## config.mk

```make
export PLATFORM = sky130hd
export DESIGN_NAME = rep_umul_array_flat
export DESIGN_NICKNAME = d
export VERILOG_FILES = /design/src/rtl/rep_umul_array_if.sv /design/src/rtl/rep_umul_array.sv /design/src/flat_wrapper.sv
export SDC_FILE = /design/constraint.sdc
export NUM_CORES = 1
export LEC_CHECK = 0
export ABC_AREA = 1
export CAP_MARGIN = 20
export CORE_ASPECT_RATIO = 0.5
export CORE_MARGIN = 2
export CORE_UTILIZATION = 53
export CTS_CLUSTER_DIAMETER = 30
export DETAILED_ROUTE_END_ITERATION = 8
export GPL_TIMING_DRIVEN = 0
export PLACE_DENSITY = 0.8
export SYNTH_ARGS = -nofsm -noshare
export SYNTH_HDL_FRONTEND = slang
export SYNTH_SLANG_ARGS = --single-unit
```

## constraint.sdc

```tcl
create_clock -name iClk -period 2.4 [get_ports iClk]
set_clock_uncertainty 0.05 [all_clocks]
set_input_delay 0.6 -clock iClk [delete_from_list [all_inputs] [get_ports iClk]]
set_output_delay 0.6 -clock iClk [all_outputs]
set_load 0.02 [all_outputs]
```

## src/rtl/rep_umul_array_if.sv

```systemverilog
// Bus bundle for rep_umul_array: weight load, window control, bitstreams and
// the count handshake. Master drives the block, slave is the block itself.
interface rep_umul_array_if #(
    parameter int BITWIDTH = 8,
    parameter int CHANNELS = 4,
    parameter int AW       = (CHANNELS > 1) ? $clog2(CHANNELS) : 1
) ();
    // Handshake: counts transfer on an edge where oValid && iReady; oValid stays
    // high and oCount stays stable until that edge, and oValid never waits on iReady.
    logic                               iLoadB;
    logic [AW-1:0]                      iBAddr;
    logic [BITWIDTH-1:0]                iB;
    logic                               iMode;
    logic                               iStart;
    logic                               iClr;
    logic [CHANNELS-1:0]                iA;
    logic [CHANNELS-1:0]                oB;
    logic [CHANNELS-1:0]                oMult;
    logic                               oBusy;
    logic                               oValid;
    logic                               iReady;
    logic [CHANNELS*(BITWIDTH+1)-1:0]   oCount;
    logic [1:0]                         oState;

    modport master (
        output iLoadB, iBAddr, iB, iMode, iStart, iClr, iA, iReady,
        input  oB, oMult, oBusy, oValid, oCount, oState
    );

    modport slave (
        input  iLoadB, iBAddr, iB, iMode, iStart, iClr, iA, iReady,
        output oB, oMult, oBusy, oValid, oCount, oState
    );
endinterface

```

## src/rtl/rep_umul_array.sv

```systemverilog
// Multi-lane rate-coupled unary multiplier: per-lane van der Corput RNGs that
// advance on qualifying input bits, with a 2^BITWIDTH-cycle counting window.
module rep_umul_array #(
    parameter int BITWIDTH = 8,
    parameter int CHANNELS = 4,
    parameter int AW       = (CHANNELS > 1) ? $clog2(CHANNELS) : 1
) (
    input  logic            iClk,
    input  logic            iRst,
    rep_umul_array_if.slave bus
);
    typedef enum logic [1:0] {
        S_IDLE = 2'd0,
        S_RUN  = 2'd1,
        S_DONE = 2'd2
    } state_t;

    state_t                r_state;
    logic                  r_mode;
    logic                  r_busy;
    logic                  r_valid;
    logic [BITWIDTH-1:0]   r_win;
    logic [BITWIDTH-1:0]   r_bbuf  [CHANNELS];
    logic [BITWIDTH-1:0]   r_cnt0  [CHANNELS];
    logic [BITWIDTH-1:0]   r_cnt1  [CHANNELS];
    logic [BITWIDTH:0]     r_count [CHANNELS];

    logic [CHANNELS-1:0]   w_gt0;
    logic [CHANNELS-1:0]   w_gt1;
    logic [CHANNELS-1:0]   w_mult;
    logic [CHANNELS-1:0]   w_ob;

    function automatic logic [BITWIDTH-1:0] f_bitrev(input logic [BITWIDTH-1:0] x);
        logic [BITWIDTH-1:0] r;
        r = '0;
        for (int i = 0; i < BITWIDTH; i++) r[i] = x[BITWIDTH-1-i];
        return r;
    endfunction

    // rng1 serves A=1 bits in both modes; rng0 only serves A=0 bits in bipolar mode.
    always_comb begin
        w_gt0  = '0;
        w_gt1  = '0;
        w_mult = '0;
        w_ob   = '0;
        for (int n = 0; n < CHANNELS; n++) begin
            w_gt0[n] = r_bbuf[n] > f_bitrev(r_cnt0[n]);
            w_gt1[n] = r_bbuf[n] > f_bitrev(r_cnt1[n]);
            if (r_mode) begin
                w_mult[n] = bus.iA[n] ? w_gt1[n] : ~w_gt0[n];
                w_ob[n]   = bus.iA[n] ? w_gt1[n] : w_gt0[n];
            end else begin
                w_mult[n] = bus.iA[n] & w_gt1[n];
                w_ob[n]   = w_gt1[n];
            end
        end
    end

    always_ff @(posedge iClk) begin
        if (iRst) begin
            r_state <= S_IDLE;
            r_mode  <= 1'b0;
            r_busy  <= 1'b0;
            r_valid <= 1'b0;
            r_win   <= '0;
            for (int n = 0; n < CHANNELS; n++) begin
                r_bbuf[n]  <= '0;
                r_cnt0[n]  <= '0;
                r_cnt1[n]  <= '0;
                r_count[n] <= '0;
            end
        end else begin
            // RNGs keep running in every state so stream statistics span windows.
            for (int n = 0; n < CHANNELS; n++) begin
                if (bus.iClr) begin
                    r_cnt0[n] <= '0;
                    r_cnt1[n] <= '0;
                end else if (bus.iA[n]) begin
                    r_cnt1[n] <= r_cnt1[n] + 1'b1;
                end else if (r_mode) begin
                    r_cnt0[n] <= r_cnt0[n] + 1'b1;
                end
                if (bus.iLoadB && (r_state != S_RUN) && (bus.iBAddr == AW'(n)))
                    r_bbuf[n] <= bus.iB;
            end
            case (r_state)
                S_IDLE: begin
                    if (bus.iStart) begin
                        r_state <= S_RUN;
                        r_busy  <= 1'b1;
                        r_mode  <= bus.iMode;
                        r_win   <= '0;
                        for (int n = 0; n < CHANNELS; n++) r_count[n] <= '0;
                    end
                end
                S_RUN: begin
                    for (int n = 0; n < CHANNELS; n++)
                        r_count[n] <= r_count[n] + (BITWIDTH+1)'(w_mult[n]);
                    r_win <= r_win + 1'b1;
                    if (r_win == '1) begin
                        r_state <= S_DONE;
                        r_busy  <= 1'b0;
                        r_valid <= 1'b1;
                    end
                end
                S_DONE: begin
                    if (bus.iReady) begin
                        r_state <= S_IDLE;
                        r_valid <= 1'b0;
                    end
                end
                default: begin
                    r_state <= S_IDLE;
                    r_busy  <= 1'b0;
                    r_valid <= 1'b0;
                end
            endcase
        end
    end

    for (genvar g = 0; g < CHANNELS; g++) begin : g_count
        assign bus.oCount[g*(BITWIDTH+1) +: BITWIDTH+1] = r_count[g];
    end

    assign bus.oMult  = w_mult;
    assign bus.oB     = w_ob;
    assign bus.oBusy  = r_busy;
    assign bus.oValid = r_valid;
    assign bus.oState = r_state;
endmodule

```

## src/flat_wrapper.sv

```systemverilog
// flat-port wrapper written by rule: the top's interface ports become plain ports
module rep_umul_array_flat 
#(
    parameter int BITWIDTH = 8,
    parameter int CHANNELS = 4,
    parameter int AW       = (CHANNELS > 1) ? $clog2(CHANNELS) : 1
)
  (iClk, iRst, bus_iLoadB, bus_iBAddr, bus_iB, bus_iMode, bus_iStart, bus_iClr, bus_iA, bus_iReady, bus_oB, bus_oMult, bus_oBusy, bus_oValid, bus_oCount, bus_oState);
  rep_umul_array_if #(.BITWIDTH(BITWIDTH), .CHANNELS(CHANNELS), .AW(AW)) bus_i ();
  input  logic iClk;
  input  logic iRst;
  input wire logic [$bits(bus_i.iLoadB)-1:0] bus_iLoadB;
  input wire logic [$bits(bus_i.iBAddr)-1:0] bus_iBAddr;
  input wire logic [$bits(bus_i.iB)-1:0] bus_iB;
  input wire logic [$bits(bus_i.iMode)-1:0] bus_iMode;
  input wire logic [$bits(bus_i.iStart)-1:0] bus_iStart;
  input wire logic [$bits(bus_i.iClr)-1:0] bus_iClr;
  input wire logic [$bits(bus_i.iA)-1:0] bus_iA;
  input wire logic [$bits(bus_i.iReady)-1:0] bus_iReady;
  output wire logic [$bits(bus_i.oB)-1:0] bus_oB;
  output wire logic [$bits(bus_i.oMult)-1:0] bus_oMult;
  output wire logic [$bits(bus_i.oBusy)-1:0] bus_oBusy;
  output wire logic [$bits(bus_i.oValid)-1:0] bus_oValid;
  output wire logic [$bits(bus_i.oCount)-1:0] bus_oCount;
  output wire logic [$bits(bus_i.oState)-1:0] bus_oState;
  assign bus_i.iLoadB = bus_iLoadB;
  assign bus_i.iBAddr = bus_iBAddr;
  assign bus_i.iB = bus_iB;
  assign bus_i.iMode = bus_iMode;
  assign bus_i.iStart = bus_iStart;
  assign bus_i.iClr = bus_iClr;
  assign bus_i.iA = bus_iA;
  assign bus_i.iReady = bus_iReady;
  assign bus_oB = bus_i.oB;
  assign bus_oMult = bus_i.oMult;
  assign bus_oBusy = bus_i.oBusy;
  assign bus_oValid = bus_i.oValid;
  assign bus_oCount = bus_i.oCount;
  assign bus_oState = bus_i.oState;
  rep_umul_array #(.BITWIDTH(BITWIDTH), .CHANNELS(CHANNELS), .AW(AW)) u_core (.iClk(iClk), .iRst(iRst), .bus(bus_i));
endmodule
```

== After elaboration in Yosys (flattened, before gate mapping) ==
Memories as Yosys holds them, arrays and structs flattened.
Index checks and enable logic that the tools add are counted.
Word-level totals
  register bits after elaboration: 13
  memory bits (writable): 132
  bits of input ports: 21
  output and inout port bits: 48
  word-level logic and storage cells: 204
  memories: 4
Memory list
  u_core.r_count: words 4, bits a word 9, read ports 4, clocked after memory_dff 0, wr ports 4, line rep_umul_array.sv:26  | logic [BITWIDTH:0] r_count [CHANNELS];
  u_core.r_bbuf: words 4, bits a word 8, read ports 4, clocked after memory_dff 0, wr ports 4, line rep_umul_array.sv:23  | logic [BITWIDTH-1:0] r_bbuf [CHANNELS];
  u_core.r_cnt0: words 4, bits a word 8, read ports 4, clocked after memory_dff 0, wr ports 4, line rep_umul_array.sv:24  | logic [BITWIDTH-1:0] r_cnt0 [CHANNELS];
  u_core.r_cnt1: words 4, bits a word 8, read ports 4, clocked after memory_dff 0, wr ports 4, line rep_umul_array.sv:25  | logic [BITWIDTH-1:0] r_cnt1 [CHANNELS];
Operators by class
  $add $sub $neg: 13
  magnitude comparators: 8
  equality and inequality tests: 10
  mux-type cells: 113
  bitwise gates (word level): 38
  reductions and logical operators: 13
Operator list (number)
  $mux 8: 21
  $mux 1: 77
  $add 8x1->8 const B: 9
  $mux 9: 8
  $gt 8x8->1: 8
  $add 9x1->9: 4
  $or 1x1->1: 28
  $pmux 8 s2: 1
  $reduce_and 3->1: 3
  $eq 8x8->1 const B: 1
  $eq 2x2->1 const B: 3
  $mux 2: 3
  $not 1->1: 6
  $pmux 1 s3: 2
  $pmux 2 s3: 1
  $logic_and 1x1->1: 5
  $and 1x1->1: 4
  $eq 2x1->1 const B: 2
  $logic_not 2->1: 2
  $ne 2x1->1 const B: 2
  $ne 2x2->1 const B: 2
  $reduce_and 2->1: 2
  $reduce_bool 2->1: 1

== Logic depth before layout (Yosys ltp) ==
Gate-level depths: netlist (run 1).
  word-level depth: 7
  gate-level depth with buffers: 22

== Worst setup path after synthesis (run 1) ==
OpenSTA, ideal clock, no wires.
  kind: register to register
  start point: mem u_core.r_cnt1[0][0]
  end point: mem u_core.r_count[0][8] (netlist bit) (data pin)
  library setup time: 254 ps
  arrival time: 2522 ps
  path slack: -426 ps
  cell stages (with the launch flop): 16
  buffers on the path: 0
  clock period less this slack: 2826 ps
  path through: edfxtp_1 inv_1 ha_1 nand2_1 nor2_1 nand2_1 nand2_1 nand2_1 o21ai_0 ha_1 ha_1 nand2_1 nor2_1 nand4_1 xor2_1 nor2_1
RTL lines (line)
  from (decl): rep_umul_array.sv:25
  to (decl): rep_umul_array.sv:26

==> results of run 1 <==
worst max path at each step:
stage / start / end / cells past startpoint
2_1_floorplan: u_core.r_cnt1[0][13] / u_core.r_count[1][8] / 17
3_3_place_gp: bus_iA[0] / bus_oMult[0] / 4
3_5_place_dp: bus_iA[0] / bus_oMult[0] / 4
4_1_cts: u_core.r_bbuf[0][7] / bus_oMult[0] / 8
5_1_grt: u_core.r_cnt0[0][5] / bus_oMult[0] / 12
6_report: u_core.r_cnt0[0][5] / bus_oMult[0] / 12
registers in the layout, indices dropped and copies added (netlist names):
signal,cells
u_core.r_mode,1
u_core.r_win,8
u_core.bus.oValid,1
u_core.r_count,36
u_core.r_cnt1,32
u_core.r_bbuf,32
u_core.bus.oState,2
u_core.bus.oBusy,1
u_core.r_cnt0,32
metal layers:
metal  GRT usage (%)  vias to the layer above  wire length (µm)
met3            5.78                       97              2020
met2            46.6                      399             12300
met1            30.0                     3647              9540
met4            10.2                        0               894
met5               0                        -                 0
li1                -                     3530                 -
repair_timing:
action | in CTS | in global routing
gates resized for setup | 148 | 92
pin swaps | 54 | 53
hold endpoints to repair | 0 | 0
setup endpoints to repair | 32 | 36
setup buffers | 33 | 25
hold buffers | 0 | 0
synthesized netlist by cell type, drive strengths merged:
| cell | instances | area [µm²] |
|---|---|---|
| a211oi | 1 | 12.5 |
| a21o | 12 | 90.1 |
| a21oi | 64 | 320 |
| a22oi | 1 | 7.51 |
| a31oi | 5 | 31.3 |
| buf | 5 | 37.5 |
| dfxtp | 22 | 440 |
| edfxtp | 123 | 3690 |
| ha | 81 | 1010 |
| inv | 175 | 669 |
| nand2 | 186 | 716 |
| nand3 | 33 | 178 |
| nand3b | 2 | 15.0 |
| nand4 | 22 | 198 |
| nor2 | 156 | 699 |
| nor3 | 11 | 55.1 |
| nor3b | 9 | 67.6 |
| nor4 | 2 | 12.5 |
| o21a | 2 | 15.0 |
| o21ai | 52 | 264 |
| o22ai | 1 | 6.26 |
| o311a | 1 | 10.0 |
| xnor2 | 4 | 35.0 |
| xor2 | 6 | 52.6 |
cells by family (layout without fill, tap and decap cells):
| logic type | count (synthesis) | after routing | share of synthesized area [%] |
|---|---|---|---|
| compound gates | 139 | 139 | 8.76 |
| xor+xnor | 10 | 10 | 1.01 |
| fa+ha+maj | 81 | 81 | 11.7 |
| buf+inv | 180 | 335 | 8.18 |
| flops | 145 | 145 | 47.8 |
| simple gates | 421 | 421 | 22.5 |
stage by stage:
step | worst slack (ps) | utilization (%)
2_1_floorplan | -9.48 | -
3_3_place_gp | -422 | 61.8
3_5_place_dp | -414 | 61.8
4_1_cts | -304 | 70.3
5_1_grt | -514 | 74.1
6_report | -451 | 74.1
area by class of cell:
class / count / area [µm²] / area share [%]
repair buffers: 124 / 1170 / 10.1
clock buffers: 18 / 429 / 3.70
plain buffers: 5 / 37.5 / 0.324
multi-input cells: 651 / 4680 / 40.3
flip-flops and latches: 145 / 4130 / 35.6
well taps: 221 / 277 / 2.38
inverters: 175 / 669 / 5.77
clock inverters: 13 / 209 / 1.80
power by group through the flow:
stage | registers [mW] | clock network (mW) | logic [mW]
after floorplan | 3.18 | 0 | 0.687
after global placement | 3.11 | 0 | 1.16
after detailed placement | 3.12 | 0 | 1.21
after CTS | 3.08 | 2.94 | 1.39
after global routing | 3.13 | 3.06 | 1.72
final | 3.11 | 2.97 | 1.60
worst register-to-register path: stages, from the launching register on:
cell and delay (ps):
edfxtp_1 490, ha_4 340, nand2_2 50, inv_1 80
nand2_1 70, nand2_1 90, nand2_2 60, nand2_2 90
nand2_4 70, o21ai_4 180, buf_12 140, ha_4 150
ha_4 150, nand2_4 60, nor2_4 130, nand4_1 130
xor2_1 200, nor2_1 60
==> impl_metrics.yaml, run 1 <==
detailed_routing:
  routed_wl_mm: 24.7
  num_vias: 7673
  vias_per_cell: 5.68
  drc: 0
  drtIter0Drc: 735
  ant_nets: 0
  firstDrtPassIters: 5
  post_drt_wl_per_cell_um: 18.3
clock_tree:
  clockBufferDepth: 2
  cts_buffers: 17
  cts_tree: "built"
  cts-root-buf: "clkbuf_16"
  cts.sinks: 145
  clk_latency_ps: 440
  htree_levels: 4
  clkTransAtPathRegs_ps: 70
setup_path:
  end_kind: "output pin"
  critPathMaxFanout: 3
  timing.critical_path.from_type: "flip-flop"
  cp_top_family: "simple AND/OR/NAND/NOR gates"
  cpPeakStageDelay_ps: 420
  cp.required_ps: 1750
  reg2reg_to: "u_core.r_count[1][8]"
  crit_chain: "inv_2 > ha_1 > nand2_1 > inv_1 > nand2_2 > nand2_1 > nand2_1 > nand2_1 > nand2_1 > nand2_2 > o21ai_4 > buf_6"
  slowest_stage: "edfxtp_1"
  r2r_setup_slack_ps: -430
  rr_worst_depth: 17
  reg2reg_from: "u_core.r_bbuf[1][3]"
  worstPathArrival_ps: 2200
  critPathBufInv: 3
  crit_top_cell: "nand2_1"
  crit_type: "flip-flop to output pin"
timing:
  timing.fmax_mhz: 351
  period_needed_ps: 2850
  slew_headroom_pct: 56.7
  fin_tns_setup_ps: -7410
  worst_hold_slack_ps: 422
  hold_viol_final: 0
  setup_slack_ps: -451
  slew_violations: 0
  rsz0062_at_grt: "yes"
  min_period_over_period_pct: 119
  setup_viol: 33
  worstMarginPinSlew_ps: 649
synth:
  synthCells: 976
  syn_nets: 1078
  yosysWarnings: 0
  post_synth_num_cell_types: 37
  synthesis.area_um2: 8640
  ys_seq_elements: 145
  avgSynthCellArea_um2: 8.85
  yosysSeqAreaShare_pct: 47.8
pwr:
  leakage_nw: 4.71
  total_power_mw: 7.69
  power_frac_seq_pct: 40.5
  sw_frac_of_total_pct: 29.5
  powerDensity_nw_per_um2: 663
  combPwrFrac_pct: 20.9
  vdd_drop_max_mv: 0.440
  p_switching_mw: 2.27
  clkPwrFrac_pct: 38.7
  intPower_mw: 5.42
run_status:
  failed_checks: "setup timing"
  run_status: "finished, violations left"
layout:
  n_antenna_cell: 0
  final_cells: 1352
  area_growth_pct: 34.3
  fill_cells: 921
  most-common-layout-cells: "144 x inv_1, 135 x nand2_1, 123 x edfxtp_1"
  final_common_cell: "inv_1"
  final_nets: 1221
  drive_above_1_share_pct: 25.3
  final_area_um2: 11600
grt:
  grt_pass1_vias: 7376
  grt_antenna_before_repair: 0
  grt_pass1_wl_mm: 34.7
  grt_overflow: 0
  grt_usage_pct: 25.8
  grt_max_degree: 17
job:
  maxCapViolations: 0
floorplanning:
  die_area_um2: 17400
  placementRows: 32
  die_h_um: 94.3
  io_pins: 69
  start_util_pct: 55.2
  die_x_um: 185
  fp.coreArea_um2: 15700
worst_hold_path:
  hold_path_depth: 2
  hp-start: "u_core.r_mode"
  hold_end: "u_core.r_mode"
  hold_class: "flip-flop to flip-flop"
place:
  dp.cells: 1265
  gp_congestion: 0.827
  hpwlAfterDp_mm: 13.9
  dpl-instance-area_um2: 9670
  portBuffers: 68
No activity file was read; power rests on OpenSTA's default activity.
==> run 2, diff against run 1 <==
--- a/config.mk
+++ b/config.mk
@@ -13,6 +13,7 @@
 export CTS_CLUSTER_DIAMETER = 30
 export DETAILED_ROUTE_END_ITERATION = 8
 export GPL_TIMING_DRIVEN = 0
+export HOLD_SLACK_MARGIN = 0.03
 export PLACE_DENSITY = 0.8
 export SYNTH_ARGS = -nofsm -noshare
 export SYNTH_HDL_FRONTEND = slang
==> constraint.sdc (replaced) <==
create_clock -name iClk -period 2.4 [get_ports iClk]
set_clock_uncertainty 0.05 [all_clocks]
set_input_delay 0.48 -clock iClk [delete_from_list [all_inputs] [get_ports iClk]]
set_output_delay 0.48 -clock iClk [all_outputs]
set_load 0.02 [all_outputs]
==> run 2 against run 1 <==
Net effect: the run still ends with setup timing left; final cell count is 0.44% higher; register-to-register slack hardly changed; clock-buffer cell count stayed put; clock power hardly changed; power is 0.39% lower; sequential cell count stayed put; die area stayed put; critical endpoint is now u_core.r_count[1][8]; largest cell class unchanged; largest power group unchanged.
==> impl_metrics.yaml, run 2 (synthesis results as in run 1) <==
setup_path:
  critPathMaxFanout: 3
  cp.required_ps: 2530
  end_kind: "flip-flop"
  crit_type: "flip-flop to flip-flop"
  slowest_stage: "edfxtp_1"
  worstPathArrival_ps: 2970
  crit_top_cell: "nand2_4"
  cpPeakStageDelay_ps: 500
  timing.critical_path.from_type: "flip-flop"
  crit_chain: "ha_4 > nand2_4 > nor2_4 > nand2_2 > nand2_4 > nand2_4 > o21ai_4 > ha_4 > ha_4 > nand2_4 > nor2_4 > nand4_1 > xor2_1 > nor2_1"
clock_tree:
  clkTransAtPathRegs_ps: 60
  cts-root-buf: "clkbuf_16"
  htree_levels: 4
  clk_latency_ps: 430
  hold_buffers: 0
  cts_buffers: 17
  clockBufferDepth: 2
  cts.sinks: 145
  cts_tree: "built"
timing:
  slew_violations: 0
  worstMarginPinSlew_ps: 560
  slew_headroom_pct: 62.6
  timing.fmax_mhz: 352
  rsz0062_at_grt: "yes"
  setup_slack_ps: -437
  min_period_over_period_pct: 118
  worst_hold_slack_ps: 422
  period_needed_ps: 2840
  setup_viol: 32
  hold_viol_final: 0
detailed_routing:
  routed_wl_mm: 23.6
  drtIter0Drc: 620
  drc: 0
  post_drt_wl_per_cell_um: 17.4
  ant_nets: 0
  firstDrtPassIters: 5
  vias_per_cell: 5.57
  num_vias: 7567
layout:
  final_common_cell: "inv_1"
  final_nets: 1227
  n_antenna_cell: 0
  drive_above_1_share_pct: 24.3
  largest_register_ffs: 36
  area_growth_pct: 33.8
  regMostFlops: "u_core.r_count"
  most-common-layout-cells: "144 x inv_1, 142 x nand2_1, 124 x nor2_1"
grt:
  grt_pass1_vias: 7341
  grt_pass1_wl_mm: 34.7
  grt_max_degree: 17
  grt_antenna_before_repair: 0
  grt_usage_pct: 25.9
  grt_overflow: 0
floorplanning:
  placementRows: 32
  start_util_pct: 55.2
  fp.coreArea_um2: 15700
  io_pins: 69
  die_x_um: 185
  die_area_um2: 17400
  die_h_um: 94.3
pwr:
  vdd_drop_max_mv: 0.533
  powerDensity_nw_per_um2: 663
  total_power_mw: 7.66
  leakage_nw: 4.75
run_status:
  failed_checks: "setup timing"
  run_status: "finished, violations left"
job:
  maxCapViolations: 0
place:
  gp_congestion: 0.827
  portBuffers: 68
  hpwlAfterDp_mm: 13.9
  place_worst_setup_slack_ps: -304
worst_hold_path:
  hold_class: "flip-flop to flip-flop"
run 2: changes by cell type in the layout (fill, tap and decap cells not counted), sizes merged:
cell  change
buf       +6
run 2: worst max-delay path, delay by kind of cell (launching register included):
kind,cells,cell delay (ps)
simple gates,9,890
fa+ha+maj,3,700
flops,1,500
compound gates,1,270
xor+xnor,1,180
run 2: path summary, 6_finish.rpt:
check	from	end	slack [ps]	depth (start not counted)
worst min register to register	u_core.bus.oBusy	u_core.bus.oBusy	420	2
worst max register to register	u_core.r_bbuf[1][6]	u_core.r_count[1][8]	-440	14
worst min-delay path	u_core.bus.oBusy	u_core.bus.oBusy	420	2
worst max-delay path	u_core.r_bbuf[1][6]	u_core.r_count[1][8]	-440	14
run 2: repair_timing:
action,in CTS,in global routing
pin swaps,50,59
buffers inserted,34,30
gates resized for setup,134,88
endpoints found under the setup margin,32,35
hold endpoints to repair,0,0
run 2: per-stage QoR:
step | util, % | setup TNS, ps | area, µm² | std cells
6_report | 73.8 | -6300 | 11600 | 1358
5_1_grt | 73.8 | -9090 | 11600 | 1358
4_1_cts | 69.9 | -2970 | 10900 | 1329
3_5_place_dp | 61.8 | -4680 | 9670 | 1265
3_3_place_gp | 61.8 | -2550 | 9670 | 1265
2_1_floorplan | - | -25.4 | 8710 | 976
run 2: layout make-up:
class	instances	area [µm²]
inverter	175	669
fill	947	4100
buffer	5	37.5
clock inverter	13	209
multi-input combinational	651	4600
clock buffer	18	429
sequential	145	4130
timing repair buffer	130	1200
tap	221	277
run 2: where the power goes:
part	internal, mW	switching (mW)
combinational	0.650	0.938
clock	1.85	1.12
sequential	2.92	0.184
run 2: routing by layer:
layer	global-route usage, %	share of wire, %	up-vias
met5	0	0	-
met4	10.9	4.2	0
met3	6.01	7.4	95
met2	46.6	49	351
met1	30.0	40	3580
li1	-	-	3541
